<file path="src/rtl/expr_evaluator_pkg.sv">
// Shared types and constants for the expression evaluator.
// Also used by the serial BCD converter.
package expr_evaluator_pkg;

  localparam int CALC_STEPS = 4;
  localparam int RES_W      = 7;

  localparam logic [3:0] OP_ADD = 4'hA;
  localparam logic [3:0] OP_SUB = 4'hB;
  localparam logic [3:0] OP_MUL = 4'hC;
  localparam logic [3:0] OP_DIV = 4'hD;

  localparam int NUM1_HI = 11;
  localparam int NUM1_LO = 8;
  localparam int OP_HI   = 7;
  localparam int OP_LO   = 4;
  localparam int NUM2_HI = 3;
  localparam int NUM2_LO = 0;

  typedef enum logic [1:0] {
    S_IDLE,
    S_CALC,
    S_CONV,
    S_DONE
  } state_e;

  function automatic logic legal_digit(input logic [3:0] d);
    return (d >= 4'd1) && (d <= 4'd9);
  endfunction

  function automatic logic legal_op(input logic [3:0] o);
    return (o >= OP_ADD) && (o <= OP_DIV);
  endfunction

endpackage

</file>
<file path="src/rtl/bin2bcd_serial.sv">
// Serial double-dabble: 7-bit binary to two BCD digits.
// Takes RES_W edges after start; bcd holds until the next conversion.
module bin2bcd_serial
  import expr_evaluator_pkg::*;
(
  input  logic             clk,
  input  logic             rst,
  input  logic             start,
  input  logic [RES_W-1:0] bin,
  output logic             last,
  output logic [7:0]       bcd
);

  localparam int W = RES_W + 8;

  logic [W-1:0] work;
  logic [W-1:0] work_n;
  logic [2:0]   cnt;

  function automatic logic [W-1:0] dabble(input logic [W-1:0] w);
    logic [3:0] t;
    logic [3:0] o;
    t = w[W-1:W-4];
    o = w[W-5:W-8];
    if (t >= 4'd5) t = t + 4'd3;
    if (o >= 4'd5) o = o + 4'd3;
    return {t[2:0], o, w[RES_W-1:0], 1'b0};
  endfunction

  assign work_n = dabble(work);
  assign last   = (cnt == 3'd1);

  always_ff @(posedge clk or negedge rst) begin
    if (!rst) begin
      work <= '0;
      cnt  <= '0;
      bcd  <= '0;
    end else if (start) begin
      work <= {8'd0, bin};
      cnt  <= 3'(RES_W);
    end else if (cnt != 3'd0) begin
      work <= work_n;
      cnt  <= cnt - 3'd1;
      if (last) bcd <= work_n[W-1:RES_W];
    end
  end

endmodule

</file>
<file path="src/rtl/expr_evaluator.sv">
// Evaluates {num1, op, num2} with fixed latency and
// reports binary, remainder and BCD forms of the answer.
module expr_evaluator
  import expr_evaluator_pkg::*;
(
  input  logic        clk,
  input  logic        rst,
  input  logic [11:0] exp_in,
  input  logic [1:0]  line_in,
  input  logic        req,
  output logic        busy,
  output logic        done,
  output logic [6:0]  result,
  output logic [3:0]  remainder,
  output logic [3:0]  bcd_tens,
  output logic [3:0]  bcd_ones,
  output logic        neg,
  output logic        err,
  output logic [1:0]  line_out
);

  state_e state, state_n;

  logic [3:0] num1;
  logic [3:0] op;
  logic [3:0] num2;
  logic [1:0] line;
  logic       bad;
  logic [7:0] acc, acc_n;
  logic [3:0] rem, rem_n;
  logic       sub_neg, sub_neg_n;
  logic [1:0] step;
  logic [4:0] div_t;
  logic       capture;
  logic       calc_last;
  logic       conv_last;
  logic       bcd_last;
  logic [6:0] mag;
  logic [7:0] bcd;

  assign busy      = (state != S_IDLE);
  assign done      = (state == S_DONE);
  assign capture   = req && (state == S_IDLE || state == S_DONE);
  assign calc_last = (state == S_CALC) && (step == 2'(CALC_STEPS - 1));
  assign conv_last = (state == S_CONV) && bcd_last;
  assign mag       = bad ? 7'd0 : acc_n[6:0];
  assign bcd_tens  = bcd[7:4];
  assign bcd_ones  = bcd[3:0];

  always_comb begin
    state_n = state;
    unique case (state)
      S_IDLE:  if (req) state_n = S_CALC;
      S_CALC:  if (calc_last) state_n = S_CONV;
      S_CONV:  if (conv_last) state_n = S_DONE;
      S_DONE:  state_n = req ? S_CALC : S_IDLE;
      default: state_n = S_IDLE;
    endcase
  end

  // add/sub settle on the first step; mul/div use all four
  always_comb begin
    acc_n     = acc;
    rem_n     = rem;
    sub_neg_n = sub_neg;
    div_t     = {rem, num1[2'd3 - step]};
    unique case (1'b1)
      op == OP_ADD: begin
        if (step == 2'd0)
          acc_n = {4'd0, num1} + {4'd0, num2};
      end
      op == OP_SUB: begin
        if (step == 2'd0) begin
          sub_neg_n = (num1 < num2);
          acc_n = (num1 < num2) ? {4'd0, num2 - num1}
                                : {4'd0, num1 - num2};
        end
      end
      op == OP_MUL: begin
        if (num2[step])
          acc_n = acc + ({4'd0, num1} << step);
      end
      op == OP_DIV: begin
        if (div_t >= {1'b0, num2}) begin
          rem_n = 4'(div_t - {1'b0, num2});
          acc_n = {acc[6:0], 1'b1};
        end else begin
          rem_n = div_t[3:0];
          acc_n = {acc[6:0], 1'b0};
        end
      end
      default: ;
    endcase
  end

  always_ff @(posedge clk or negedge rst) begin
    if (!rst) begin
      state     <= S_IDLE;
      num1      <= '0;
      op        <= '0;
      num2      <= '0;
      line      <= '0;
      bad       <= 1'b0;
      acc       <= '0;
      rem       <= '0;
      sub_neg   <= 1'b0;
      step      <= '0;
      result    <= '0;
      remainder <= '0;
      neg       <= 1'b0;
      err       <= 1'b0;
      line_out  <= '0;
    end else begin
      state <= state_n;
      if (capture) begin
        num1    <= exp_in[NUM1_HI:NUM1_LO];
        op      <= exp_in[OP_HI:OP_LO];
        num2    <= exp_in[NUM2_HI:NUM2_LO];
        line    <= line_in;
        bad     <= !(legal_digit(exp_in[NUM1_HI:NUM1_LO]) &&
                     legal_digit(exp_in[NUM2_HI:NUM2_LO]) &&
                     legal_op(exp_in[OP_HI:OP_LO]));
        acc     <= '0;
        rem     <= '0;
        sub_neg <= 1'b0;
        step    <= '0;
      end else if (state == S_CALC) begin
        step <= step + 2'd1;
        if (!bad) begin
          acc     <= acc_n;
          rem     <= rem_n;
          sub_neg <= sub_neg_n;
        end
      end
      if (conv_last) begin
        result    <= acc[6:0];
        remainder <= rem;
        neg       <= sub_neg;
        err       <= bad;
        line_out  <= line;
      end
    end
  end

  bin2bcd_serial u_bcd (
    .clk   (clk),
    .rst   (rst),
    .start (calc_last),
    .bin   (mag),
    .last  (bcd_last),
    .bcd   (bcd)
  );

endmodule
</file>
<file path="config.mk">
export PLATFORM = sky130hd
export DESIGN_NAME = expr_evaluator
export DESIGN_NICKNAME = d
export VERILOG_FILES = /design/src/rtl/expr_evaluator_pkg.sv /design/src/rtl/bin2bcd_serial.sv /design/src/rtl/expr_evaluator.sv
export SDC_FILE = /design/constraint.sdc
export NUM_CORES = 1
export LEC_CHECK = 0
export ABC_AREA = 1
export CORE_MARGIN = 1.5
export CORE_UTILIZATION = 50
export DETAILED_ROUTE_END_ITERATION = 10
export PLACE_DENSITY = 0.71
export SLEW_MARGIN = 20
export SYNTH_ARGS = -nofsm -noshare
export SYNTH_HDL_FRONTEND = slang
export SYNTH_HIERARCHICAL = 1
export SYNTH_SLANG_ARGS = --single-unit
export TNS_END_PERCENT = 20
</file>
<file path="constraint.sdc">
create_clock -name clk -period 5.9 [get_ports clk]
set_clock_uncertainty 0.05 [all_clocks]
set_input_delay 1.18 -clock clk [delete_from_list [all_inputs] [get_ports clk]]
set_output_delay 1.18 -clock clk [all_outputs]
set_load 0.05 [all_outputs]
</file>
==> impl_metrics.csv, run 1 <==
group,metric,value,unit
power,total_power,0.00286,W
cts,cts_tree,"yes",
placed_design,hpwl,8360,um
drt,postRouteAntennaNets,0,
worst_setup_path,worstPathRequired,4670,ps
drt,drt-total-wl,11100,um
global_route,first_global_vias,4068,
sta,fin_tns_setup,0,ps
placed_design,pre_cts_ws,2800,ps
synthesis,synth_edf_count,0,
global_route,grt-busiest-layer,"met2",
cells_and_area,final-seq-area,1800,um^2
cells_and_area,syn_to_final_growth,13.9,%
cells_and_area,fillers,854,
placed_design,gp_congestion,0.989,
cts,cts_setup_buffers,0,
drt,vias,4048,
drt,routed_via_density,5.33,
sta,finalHoldViolations,0,
drt,post-route-drc-count,0,
synthesis,synthTopCellsByArea,"dfrtp_1 38%, nand2_1 14%, ha_1 9.3%",
global_route,grt_pass1_wl,19100,um
drt,drt_iter0_drc,290,
worst_setup_path,crit_path_start_kind,"flop",
global_route,use_met1,31.4,%
sta,worst_slack,2760,ps
run,maxCapViolations,0,
cells_and_area,finalInstanceArea,5340,um^2
floorplanning,die_w,99.9,um
cts,numCtsBuffers,9,
cells_and_area,drive_above_1_share,10.6,%
sta,period_minus_slack,3140,ps
floorplanning,core_area,9150,um^2
global_route,met3_usage,4.81,%
synthesis,synth.largest_area_cell,"dfrtp_1",
placed_design,place_area,5160,um^2
synthesis,synth.avg_cell_area,7.79,um^2
cells_and_area,nNetsFinal,700,
synthesis,ys_ff_latch,72,
worst_setup_path,r2r_slack,3140,ps
power,p_per_area,535,nW/um^2
cts,ctsHoldBuffers,0,
cts,clock-root-buffer,"clkbuf_8",
cts,clockBufferDepth,2,
min_path,hp-class,"reg -> reg",
floorplanning,fp.dieArea,9970,um^2
sta,post-route-period-util,53.2,%
worst_setup_path,worstSetupStartpoint,"state[1]",
synthesis,synth_nets,659,
floorplanning,ios,42,
sta,setup_viol,0,
cts,clkLatencyLatePin,350,ps
global_route,overflow,0,
drt,firstDrtPassIters,5,
cells_and_area,fin_cells,759,
cells_and_area,multi_input_area,2510,um^2
synthesis,yosys.area.top_type_share,38.4,%
min_path,hold_path_startpoint,"result[6]",
worst_setup_path,crit_path_end_kind,"output pin",
global_route,grt_antenna_before_repair,0,
sta,worst_pin_slew,914,ps
worst_setup_path,critPathMaxFanout,4,
drt,wl_per_cell,14.6,um
synthesis,synth_cell_types,44,
worst_setup_path,reg2reg_from,"step[0]",
sta,rsz0062_at_grt,"false",
global_route,grt_usage,24.1,%
power,leakagePower,2.63,nW
floorplanning,dieHeight,99.9,um
status,status,"finished, final reports clean",
synthesis,synth-seq-area-share,38.4,%
floorplanning,rows,35,
synthesis,syn_inst,602,
sta,max_slew_margin,39.1,%
sta,maxSlewViolCount,0,
synthesis,synth_area,4690,um^2
cells_and_area,antenna_cells,0,
global_route,grt_use_met2,41.0,%
global_route,grt_max_degree,73,
cts,path_clk_slew,90,ps
floorplanning,initial_core_util,51.3,%
cts,ctsResizeCount,0,
placed_design,portBuffers,41,
synthesis,async_flop_share,100,%
synthesis,ys.flop_type,"dfrtp_1",
sta,max_freq,0.319,GHz
worst_setup_path,cp_data_arrival_time,1910,ps
synthesis,yosys_warnings,6,
worst_setup_path,crit_type,"reg -> out",
cts,htree_num_levels,3,
power,irDropWorstVdd,0.000263,V
placed_design,dp.cells,743,
cts,cts_sinks,72,
[routing by layer]
metal,up-vias,part of all wire [%]
li1,2036,-
met1,1909,46
met2,87,48
met3,16,4.5
met4,0,1.3
met5,-,0
[worst max-delay path, stage by stage (launching register included)]
cell and delay [ps]:
dfrtp_1 400, inv_1 100, ha_1 180, inv_1 70
clkdlybuf4s50_1 790
[final cells by class]
type / instances / share of cell area (%)
inverter: 77 / 5.41
clock inverter: 7 / 1.17
multi-input combinational: 441 / 47.0
tap: 111 / 2.60
timing repair buffer: 42 / 7.73
clock buffer: 9 / 2.32
sequential: 72 / 33.7
[final timing paths]
check | end | cells past startpoint
setup / recovery | busy | 4
setup reg to reg | u_bcd/work[6] | 14
hold reg to reg | result[6] | 2
max in group asynchronous | num2[3] | 2
min in group asynchronous | result[1] | 2
hold / removal | result[6] | 2
[cell families (layout without fill, tap and decap cells)]
group / count (synthesis) / count (layout) / synth area share (%)
flops: 72 / 72 / 38.4
simple gates: 291 / 291 / 28.0
buf+inv: 89 / 135 / 8.03
fa+ha+maj: 40 / 40 / 11.5
compound gates: 101 / 101 / 12.3
xor+xnor: 6 / 6 / 1.12
mux: 3 / 3 / 0.720
[where the power goes]
part           switching (W)  total, W  internal (W)
combinational        0.00113   0.00169      0.000559
clock               0.000215  0.000376      0.000161
sequential          0.000151  0.000797      0.000647
[synthesized netlist by cell type, types with 2 or more instances]
master,instances
o21a_1,2
mux2_2,3
o21ai_1,7
o21ai_0,49
nor2_2,6
o22ai_1,7
nand2_1,173
buf_6,4
inv_1,63
dfrtp_1,72
nand2_2,6
nand3b_1,3
or2_2,3
clkbuf_1,4
inv_2,14
nand3_2,6
nand2_4,2
xnor2_1,2
xor2_1,4
a22oi_1,2
nand4_1,6
nor2_1,35
a21oi_1,19
buf_4,3
nor2_4,3
fa_1,5
o21ai_2,4
ha_1,35
nand3_1,43
nor3_1,2
o211ai_1,2
[metrics by stage]
step	hold slack [ps]	util, %
5_1_grt	456	58.4
2_1_floorplan	388	-
4_1_cts	442	58.4
6_report	437	58.4
3_5_place_dp	417	56.3
3_3_place_gp	410	56.3
[state kept, by name, summed over array words and instances (netlist names)]
register,flops
neg,1
remainder,4
rem,4
result,7
state,2
sub_neg,1
line,2
bad,1
num2,4
acc,7
op,4
u_bcd/bcd,8
line_out,2
num1,4
u_bcd/cnt,3
step,2
err,1
u_bcd/work,15
[layout by cell type (no fill, tap or decap), drive strengths merged, types with 2 or more instances in the layout]
master         Yosys  layout
or2                3       3
fa                 5       5
buf                8       2
a21oi             20      20
nor2              44      44
a22oi              3       3
clkbuf             4       9
nand3             50      50
xor2               4       4
nand3b             4       4
nor3               2       2
xnor2              2       2
ha                35      35
o21a               2       2
o211ai             2       2
inv               77      81
o22ai              7       7
clkdlybuf4s50      0      40
o21ai             60      60
nand2            181     181
clkinvlp           0       3
dfrtp             72      72
nand4              6       6
mux2               3       3
Note: power is estimated with default switching activity, not from simulation.
==> run 2, diff against run 1 <==
clock period = 3.3 ns   (was 5.9 ns; I/O delays follow)
==> run 2 against run 1 <==
  * Sequential power up 77%
  * Combinational power rose by 80%
  * Power up 84%
  * Critical path depth did not move
  * Core utilization up 0.82 points
  * Sequential share of layout area is 0.47 points lower
  * Die area did not move
  * Final cell count up 0.40%
  * Routed wire length rose by 0.94%
  * Clock-buffer cell count stayed put
  * Critical path type unchanged
==> impl_metrics.csv, run 2 (same netlist as run 1, synthesis figures left out) <==
group,metric,value,unit
floorplanning,initial_core_util,51.3,%
worst_setup_path,slowest_stage,"clkdlybuf4s50_1",
cells_and_area,final_common_cell,"nand2_1",
cells_and_area,multi_input_area,2510,um^2
status,status,"finished, final reports clean",
sta,setup_viol,0,
global_route,grt_pass1_wl,18900,um
placed_design,portBuffers,41,
placed_design,hpwl,8370,um
cts,htree_num_levels,3,
floorplanning,rows,35,
cells_and_area,final-seq-area,1800,um^2
worst_setup_path,critPathMaxFanout,4,
placed_design,pre_cts_ws,746,ps
cts,ctsResizeCount,0,
power,seqPwrFrac,26.8,%
power,pwr-share-comb,57.8,%
cts,cts_sinks,72,
worst_setup_path,crit_buf_inv,3,
cts,cts_tree,"yes",
worst_setup_path,cp_data_arrival_time,1920,ps
worst_setup_path,cpPeakStageDelay,800,ps
sta,post-route-period-util,79.8,%
power,irDropWorstVdd,0.000468,V
cells_and_area,finalInstanceArea,5420,um^2
sta,rsz0062_at_grt,"false",
worst_setup_path,path_delay_family,"buffers and inverters",
cells_and_area,fillers,842,
cells_and_area,largest_reg_flops,15,
cells_and_area,layout_common_cells,"173 x nand2_1, 72 x dfrtp_1, 63 x inv_1, 49 x o21ai_0, 43 x nand3_1",
power,leakagePower,2.68,nW
cells_and_area,regMostFlops,"u_bcd/work",
run,maxCapViolations,0,
global_route,grt_antenna_before_repair,0,
cells_and_area,nNetsFinal,703,
power,pwr-share-clk,15.4,%
cells_and_area,antenna_cells,0,
power,swShare,50.4,%
worst_setup_path,crit_path_start_kind,"flop",
floorplanning,die_w,99.9,um
global_route,grt_usage,24.0,%
sta,finalHoldViolations,0,
placed_design,gp_congestion,0.970,
drt,vias,4180,
cts,ctsHoldBuffers,0,
cells_and_area,drive_above_1_share,11.1,%
sta,maxSlewViolCount,0,
worst_setup_path,cp_common_cell,"inv_1",
worst_setup_path,worstPathRequired,2590,ps
floorplanning,ios,42,
cts,path_clk_slew,90,ps
cells_and_area,reg_top3,"u_bcd/work: 15 flops, u_bcd/bcd: 8 flops",
sta,worst_pin_slew,830,ps
floorplanning,core_area,9150,um^2
sta,max_freq,0.380,GHz
floorplanning,dieHeight,99.9,um
drt,drt-total-wl,11200,um
drt,drt_iter0_drc,218,
global_route,first_global_vias,3977,
cts,cts_setup_buffers,0,
drt,firstDrtPassIters,5,
cts,numCtsBuffers,9,
cts,clockBufferDepth,2,
worst_setup_path,crit_type,"reg -> out",
cells_and_area,syn_to_final_growth,15.5,%
placed_design,place_area,5190,um^2
min_path,hp-class,"in -> async",
sta,worst_slack,667,ps
drt,routed_via_density,5.49,
worst_setup_path,crit_path_end_kind,"output pin",
power,p_int,0.00262,W
global_route,grt_max_degree,73,
power,p_per_area,973,nW/um^2
sta,period_minus_slack,2630,ps
drt,postRouteAntennaNets,0,
cts,clkLatencyLatePin,360,ps
global_route,overflow,0,
drt,post-route-drc-count,0,
cts,clock-root-buffer,"clkbuf_8",
sta,fin_tns_setup,0,ps
worst_setup_path,path_cells,"inv_1, ha_1, inv_1, clkdlybuf4s50_1",
power,switchingPower,0.00265,W
sta,max_slew_margin,44.6,%
floorplanning,fp.dieArea,9970,um^2
drt,wl_per_cell,14.6,um
cells_and_area,final_util,59.2,%
run 2: cell count changes in the layout (fill, tap and decap cells not counted):
| cell | change |
|---|---|
| clkinvlp_4 | -3 |
| buf_4 | +2 |
| bufinv_16 | +2 |
| clkinv_4 | +2 |
| buf_12 | +1 |
| clkinv_2 | +1 |
| inv_6 | -1 |
| inv_8 | -1 |
run 2: stage by stage:
stage                     hold WS [ps]  std cells  total power (W)
after CTS                          283        762          0.00527
final                              238        762          0.00527
after detailed placement           415        746          0.00444
after floorplan                    314        602          0.00369
after global routing               300        762          0.00572
after global placement             409        746          0.00436
run 2: power by group through the flow:
stage / registers [W] / clock network (W) / logic (W)
2_1_floorplan: 0.00161 / 0 / 0.00208
3_3_place_gp: 0.00141 / 0 / 0.00295
3_5_place_dp: 0.00143 / 0 / 0.00302
4_1_cts: 0.00141 / 0.000828 / 0.00303
5_1_grt: 0.00145 / 0.000865 / 0.00341
6_report: 0.00141 / 0.000813 / 0.00305
run 2: layout make-up:
| type | count | area share (%) |
|---|---|---|
| inverters | 77 | 5.33 |
| repair buffers | 45 | 8.27 |
| well taps | 111 | 2.56 |
| flip-flops and latches | 72 | 33.3 |
| multi-input cells | 441 | 46.4 |
| clock buffers | 9 | 2.29 |
| clock inverters | 7 | 1.89 |
run 2: path summary, 6_finish.rpt:
path                       startpoint            end  slack (ps)  cells after the start
setup / recovery             state[1]           busy         670                      4
setup reg to reg              step[0]  u_bcd/work[0]         720                     15
hold / removal                    rst      result[1]         240                      2
hold reg to reg               line[1]        line[1]         440                      2
min in group clk              line[1]        line[1]         440                      2
max in group asynchronous         rst          op[3]        2610                      2
run 2: layer usage:
metal	GRT usage [%]	vias up	part of all wire [%]
li1	-	2041	-
met1	32.8	2014	47
met2	38.7	104	47
met3	3.62	21	4.0
met4	8.99	0	2.0
met5	0	-	0
run 2: worst reg2reg max path, cell delays in order, from the launching register on:
cell      delay, ps
dfrtp_1         630
o21ai_1         170
nand2_1          80
o21a_1          180
inv_1            60
ha_1            290
nand2_1          70
nor2_1           40
nor3_1          130
nand2_1         230
nand2_1         160
nand3b_2         90
nand2_1          70
nor2_1           40
nand2_1          70
o21ai_0          90
